## src/rtl/sort_host.sv

```systemverilog
// Host controller for the 8-entry in-place byte sorter: streams a batch in, starts the sort, streams it back out.
// Optional output order checker is compiled in when SORT_CHECK_EN is defined.
module sort_host (
  input  logic       clk,
  input  logic       nrst,
  input  logic       in_valid,
  input  logic [7:0] in_data,
  output logic       in_ready,
  output logic       out_valid,
  output logic [7:0] out_data,
  input  logic       out_ready,
  output logic       busy,
  output logic       err,
  output logic       srt_start,
  output logic       srt_wr,
  output logic [2:0] srt_addr,
  output logic [7:0] srt_datain,
  input  logic [7:0] srt_dataout,
  input  logic       srt_ready
);

  typedef enum logic [2:0] {
    LOAD    = 3'd0,
    START   = 3'd1,
    WAIT_LO = 3'd2,
    WAIT_HI = 3'd3,
    RD_ADDR = 3'd4,
    RD_CAP  = 3'd5,
    OUT     = 3'd6
  } state_t;

  state_t     state, state_next;
  logic [2:0] wcnt, wcnt_next;
  logic [2:0] rcnt, rcnt_next;
  logic       out_valid_next;
  logic [7:0] out_data_next;
  logic       in_hs;
  logic       out_hs;

  always_ff @(posedge clk or negedge nrst) begin
    if (!nrst) begin
      state     <= LOAD;
      wcnt      <= 3'd0;
      rcnt      <= 3'd0;
      out_valid <= 1'b0;
      out_data  <= 8'd0;
    end else begin
      state     <= state_next;
      wcnt      <= wcnt_next;
      rcnt      <= rcnt_next;
      out_valid <= out_valid_next;
      out_data  <= out_data_next;
    end
  end

  // nrst gates the write strobe so reset holds srt_wr low even though in_ready follows srt_ready
  assign in_ready = (state == LOAD) & srt_ready;
  assign in_hs    = in_valid & in_ready & nrst;
  assign out_hs   = (state == OUT) & out_ready;
  assign busy     = (state != LOAD) | (wcnt != 3'd0);

  always_comb begin
    state_next     = state;
    wcnt_next      = wcnt;
    rcnt_next      = rcnt;
    out_valid_next = out_valid;
    out_data_next  = out_data;
    srt_wr         = 1'b0;
    srt_start      = 1'b0;
    srt_addr       = 3'd0;
    srt_datain     = 8'd0;
    case (state)
      LOAD: begin
        srt_addr = wcnt;
        if (in_hs) begin
          srt_wr     = 1'b1;
          srt_datain = in_data;
          wcnt_next  = wcnt + 3'd1;
          if (wcnt == 3'd7) state_next = START;
        end
      end
      START: begin
        srt_start  = 1'b1;
        state_next = WAIT_LO;
      end
      WAIT_LO: begin
        if (!srt_ready) state_next = WAIT_HI;
      end
      WAIT_HI: begin
        if (srt_ready) begin
          rcnt_next  = 3'd0;
          state_next = RD_ADDR;
        end
      end
      RD_ADDR: begin
        srt_addr   = rcnt;
        state_next = RD_CAP;
      end
      RD_CAP: begin
        // sorter read data for rcnt is valid this cycle
        srt_addr       = rcnt;
        out_data_next  = srt_dataout;
        out_valid_next = 1'b1;
        state_next     = OUT;
      end
      OUT: begin
        srt_addr = rcnt;
        if (out_hs) begin
          out_valid_next = 1'b0;
          rcnt_next      = rcnt + 3'd1;
          state_next     = (rcnt == 3'd7) ? LOAD : RD_ADDR;
        end
      end
      default: state_next = LOAD;
    endcase
  end

`ifdef SORT_CHECK_EN
  logic [7:0] prev;

  always_ff @(posedge clk or negedge nrst) begin
    if (!nrst) begin
      prev <= 8'd0;
      err  <= 1'b0;
    end else if (state == START) begin
      err <= 1'b0;
    end else if (out_hs) begin
      prev <= out_data;
      if ((rcnt != 3'd0) && (out_data < prev)) err <= 1'b1;
    end
  end
`else
  assign err = 1'b0;
`endif

endmodule

```

## config.mk

```make
export PLATFORM = sky130hd
export DESIGN_NAME = sort_host
export DESIGN_NICKNAME = d
export VERILOG_FILES = /design/src/rtl/sort_host.sv
export SDC_FILE = /design/constraint.sdc
export NUM_CORES = 1
export LEC_CHECK = 0
export CORE_ASPECT_RATIO = 0.75
export CORE_MARGIN = 2
export CORE_UTILIZATION = 35
export DETAILED_ROUTE_END_ITERATION = 6
export HOLD_SLACK_MARGIN = 0.06
export PLACE_DENSITY_LB_ADDON = 0.05
export SKIP_CTS_REPAIR_TIMING = 1
export SLEW_MARGIN = 15
export SYNTH_ARGS = -nofsm -noshare
export SYNTH_HDL_FRONTEND = slang
export SYNTH_SLANG_ARGS = --single-unit
```

## constraint.sdc

```tcl
create_clock -name clk -period 2.23 [get_ports clk]
set_input_delay 0.5575 -clock clk [delete_from_list [all_inputs] [get_ports clk]]
set_output_delay 0.5575 -clock clk [all_outputs]
set_load 0.03 [all_outputs]
```

Word level (Yosys, flattened, before mapping)
Index checks and enable logic that the tools add are counted.
{"block": "word_totals", "ff_bits": 18, "word_cells": 53}
{"block": "classes", "n_addsub": 2, "n_eq_ne": 13, "muxes": 18, "bitwise_logic": 5, "n_reduce_logical": 10}
{"op": "$mux W3", "n": 8}
{"op": "$pmux W3 S7", "n": 1}
{"op": "$mux W8", "n": 2}
{"op": "$eq A3 B3 Y1 const B", "n": 5}
{"op": "$pmux W3 S2", "n": 2}
{"op": "$ne A2 B2 Y1 const B", "n": 4}
{"op": "$add A3 B1 Y3 const B", "n": 2}
{"op": "$eq A3 B2 Y1 const B", "n": 2}
{"op": "$reduce_bool A3 Y1", "n": 2}
{"op": "$reduce_and A5 Y1", "n": 1}
{"op": "$and A1 B1 Y1", "n": 4}
{"op": "$mux W1", "n": 4}
{"op": "$reduce_and A2 Y1", "n": 2}
{"op": "$reduce_bool A2 Y1", "n": 2}
{"op": "$eq A3 B1 Y1 const B", "n": 1}
{"op": "$logic_not A3 Y1", "n": 1}
{"op": "$reduce_and A3 Y1", "n": 1}
{"op": "$reduce_or A3 Y1", "n": 1}
{"op": "$ne A2 B1 Y1 const B", "n": 1}
{"op": "$pmux W1 S2", "n": 1}
{"op": "$or A1 B1 Y1", "n": 1}

Logic depth before layout (Yosys ltp)
{"block": "depth", "depth_word": 6, "mapped_depth": 5}

Worst setup path after synthesis
No wires, ideal clock.
{"block": "synth_timing", "path_type": "reg-to-output", "startpoint": "register state[2]", "endpoint": "output srt_datain[1]", "t_arrival_ps": 1443, "required_ps": 1673, "setup_slack_ps": 230, "path_stages_with_launch": 6, "path_buffers": 2, "path_cell_list": "dfrtp_1 buf_6 nor3_4 and4_4 buf_6 and2_1"}
{"block": "synth_via", "elab_chain_cells": 6}
{"item": "start, declared", "line": "32", "text": "state_t state, state_next;"}
{"item": "start signal, assigned", "line": "48", "text": "state <= state_next;"}
{"item": "$logic_not A3 Y1 (*)", "line": "57, 72"}
{"item": "$and A1 B1 Y1", "line": "57", "text": "assign in_ready = (state == LOAD) & srt_ready;"}
{"item": "$and A1 B1 Y1 (2 in a row)", "line": "58", "text": "assign in_hs = in_valid & in_ready & nrst;"}
{"item": "$mux W8", "line": "75", "text": "if (in_hs) begin"}
{"item": "$mux W8 (*)", "line": "72", "text": "case (state)"}
{"item": "end, declared", "line": "17", "text": "output logic [7:0] srt_datain,"}
Mark *: on every way between the ends. The rest lies on a longest branch, timed or not.

Worst setup path in the final report
{"block": "layout_timing", "startpoint": "register state[2]", "endpoint": "output srt_datain[4]"}
The elaborated chain is that of the path after synthesis.

==> run_results.csv <==
group,metric,value,unit
grt,overflow,0,
die,fp.dieArea,3250,sq um
timing,rsz0062_at_grt,"false",
finish,fin_util,0.572,
power,pwr-share-comb,0.539,
timing,max_freq,473,MHz
synthesis,synthArstFlopShare,1.00,
finish,final_nets,160,
finish,diodes,0,
timing,min_period,2.11,ns
synthesis,syn_inst,83,
setup_path,r2r_end,"wcnt[2]",
setup_path,worst_r2r_path_depth,4,
hold_path,hold_path.class,"in -> async",
die,die_x,65.1,um
detailed_routing,wl_met2,894,um
setup_path,cp.arrival,1.56,ns
detailed_routing,vias_per_cell,4.85,
placed_design,dp_hpwl,1620,um
cts,cts_max_path_buffers,2,
timing,finalHoldViolCount,0,
synthesis,synthTopCellsByArea,"dfrtp_1, mux2_2, ha_1",
detailed_routing,first_pass_iters,4,
cts,cts_buffers,3,
status,status,"finished clean",
synthesis,synth_area_leader_cell,"dfrtp_1",
grt,grt_pass1_wl,3370,um
cts,htreeDepth,1,
setup_path,crit_path_start,"state[2]",
setup_path,cp_top_family,"simple AND/OR/NAND/NOR gates",
synthesis,yosys-top-cells-count,"dfrtp_1, mux2_2, and2_1, ha_1",
power,p_switching,0.754,mW
grt,grt_max_degree,20,
synthesis,ys_seq_area_frac,0.459,
setup_path,critical_path_class,"reg -> out",
synthesis,synth_seq_cells,18,
detailed_routing,drc_errors,0,
synthesis,yosysTopAreaCellShare,0.459,
setup_path,cp.depth,4,
setup_path,endpoint_kind,"output port",
synthesis,synth_top_flop_cell,"dfrtp_1",
detailed_routing,avgRoutedWirePerCell,12.4,um
die,core_area,2640,sq um
cts,clock_sinks,18,
timing,slew_violations,0,
grt,grt_pass1_vias,795,
power,ir_worst_vdd,0.584,mV
setup_path,cp_data_required_time,1.67,ns
synthesis,synth_cell_type_count,30,
setup_path,critPathLaunchType,"flop",
cts,cts_tree,"yes",
cts,clk_latency,0.25,ns
die,io_pins,46,
finish,n_fill_cell,249,
timing,fin_crit_sh,0.948,
finish,drive_gt1_frac,0.323,
die,rows,16,
die,initial_core_util,0.371,
die,die_h,49.9,um
power,power.internal,1.12,mW
setup_path,crit_slowest_cell,"dfrtp_1",
placed_design,port_buffers,44,
setup_path,path_max_fanout,10,
detailed_routing,vias,819,
timing,final-setup-viol-count,0,
power,p_per_area,1240,nW/um^2
setup_path,rrSetupSlack,0.63,ns
detailed_routing,routed_wl,2090,um
synthesis,syn_area,981,sq um
detailed_routing,top_layer,"met3",
detailed_routing,drtAntennaViolNets,0,
setup_path,worstReg2RegStart,"state[2]",
power,swShare,0.402,
grt,antenna_found_initial,0,
cts,cts_root_buffer,"clkbuf_8",
setup_path,critPathBufInv,1,
detailed_routing,wl_met3,125,um
finish,area_growth,54.1,%
synthesis,synth.most_common_cell,"dfrtp_1",
power,pwr-share-seq,0.324,
synthesis,synth_edf_count,0,
timing,skew,0.00346,ns
placed_design,finalWeightedCongestion,0.790,
grt,grt_util_all_layers,0.135,
finish,seqCellArea,450,sq um
timing,tns,0,ns
synthesis,syn-num-nets,109,
setup_path,slowest_delay,0.49,ns
synthesis,ys_warn_count,0,
job,maxCapViolCount,0,
setup_path,path_cells,"nor3_4 -> and4_2 -> and2_1 -> buf_4",
finish,multi_input_area,480,sq um
detailed_routing,drtIter0Drc,26,
power,leakagePower,0.727,nW
detailed_routing,wl_met1,1070,um
power,p_clk_frac,0.137,
synthesis,syn_avg_cell_area,11.8,sq um
setup_path,endpoint,"srt_datain[4]",
cts,path_clk_slew,0.07,ns
-- cells in the final DEF (no fill, tap or decap), drive strengths merged, types with 2 or more instances in the layout --
cell           instances
inv                    4
buf                   19
a21oi                  3
clkbuf                 4
nand2                  2
nor2                   2
and2                   9
clkdlybuf4s50         26
nor3                   2
mux2                  11
ha                     5
a22o                   5
o21ai                  3
dlymetal6s2s           5
and4                   2
dfrtp                 18
-- state kept, by name, summed over array words and instances, names as in the netlist --
name and flops:
out_data 8, rcnt 3, state 3, wcnt 3, out_valid 1
-- power groups by stage --
stage          Clock [mW]  Sequential (mW)  Combinational, mW
2_1_floorplan           0            0.728              0.526
3_3_place_gp            0            0.607               1.00
3_5_place_dp            0            0.611               1.01
4_1_cts             0.270            0.606               1.02
5_1_grt             0.285            0.633               1.09
6_report            0.258            0.607               1.01
-- per-stage QoR --
stage	hold slack [ns]	setup slack (ns)	total power, mW	area (sq um)	instances
floorplan	0.262	0.230	1.25	981	83
global placement	0.488	0.00359	1.61	1430	164
detailed placement	0.493	0.0101	1.62	1430	164
CTS	0.513	-0.0590	1.89	1490	168
global route	0.412	0.00777	2.01	1510	169
finish	0.380	0.117	1.87	1510	169
-- worst register-to-register path, delay by kind of cell, from the launching register on --
kind,cells,cell delay [ns]
and+or+nand+nor,2,0.53
DFF,1,0.49
muxes,1,0.32
buffers and inverters,1,0.14
-- cell families after synthesis --
logic type               after synthesis  share of synthesized area
adder cells (fa/ha/maj)                5                     0.0638
other                                  1                    0.00382
multiplexers                          11                      0.126
XOR/XNOR                               1                    0.00893
AND/OR/NAND/NOR                       23                      0.162
AO/OA/AOI/OAI                         15                      0.115
buffers and inverters                  9                     0.0612
flip-flops                            18                      0.459
-- per-layer routing --
layer / up-vias / global-route usage
li1: 396 / -
met1: 389 / 0.187
met2: 34 / 0.213
met3: 0 / 0.0411
met4: 0 / 0.0208
met5: - / 0
-- final cells by class --
type | instances | area share
Timing Repair Buffer | 50 | 0.308
Multi-Input combinational cell | 57 | 0.318
Tap cell | 36 | 0.0298
Inverter | 4 | 0.00993
Clock buffer | 4 | 0.0364
Sequential cell | 18 | 0.298
-- how the worst min path moves through the flow --
| stage | from | endpoint | slack (ns) |
|---|---|---|---|
| final | nrst | out_data[5] | 0.38 |
| after global routing | nrst | out_data[4] | 0.41 |
| after CTS | out_data[2] | out_data[2] | 0.51 |
| after detailed placement | out_data[7] | out_data[7] | 0.49 |
| after global placement | out_data[3] | out_data[3] | 0.49 |
| after floorplan | nrst | out_data[0] | 0.26 |
No activity file was read; power rests on OpenSTA's default activity.
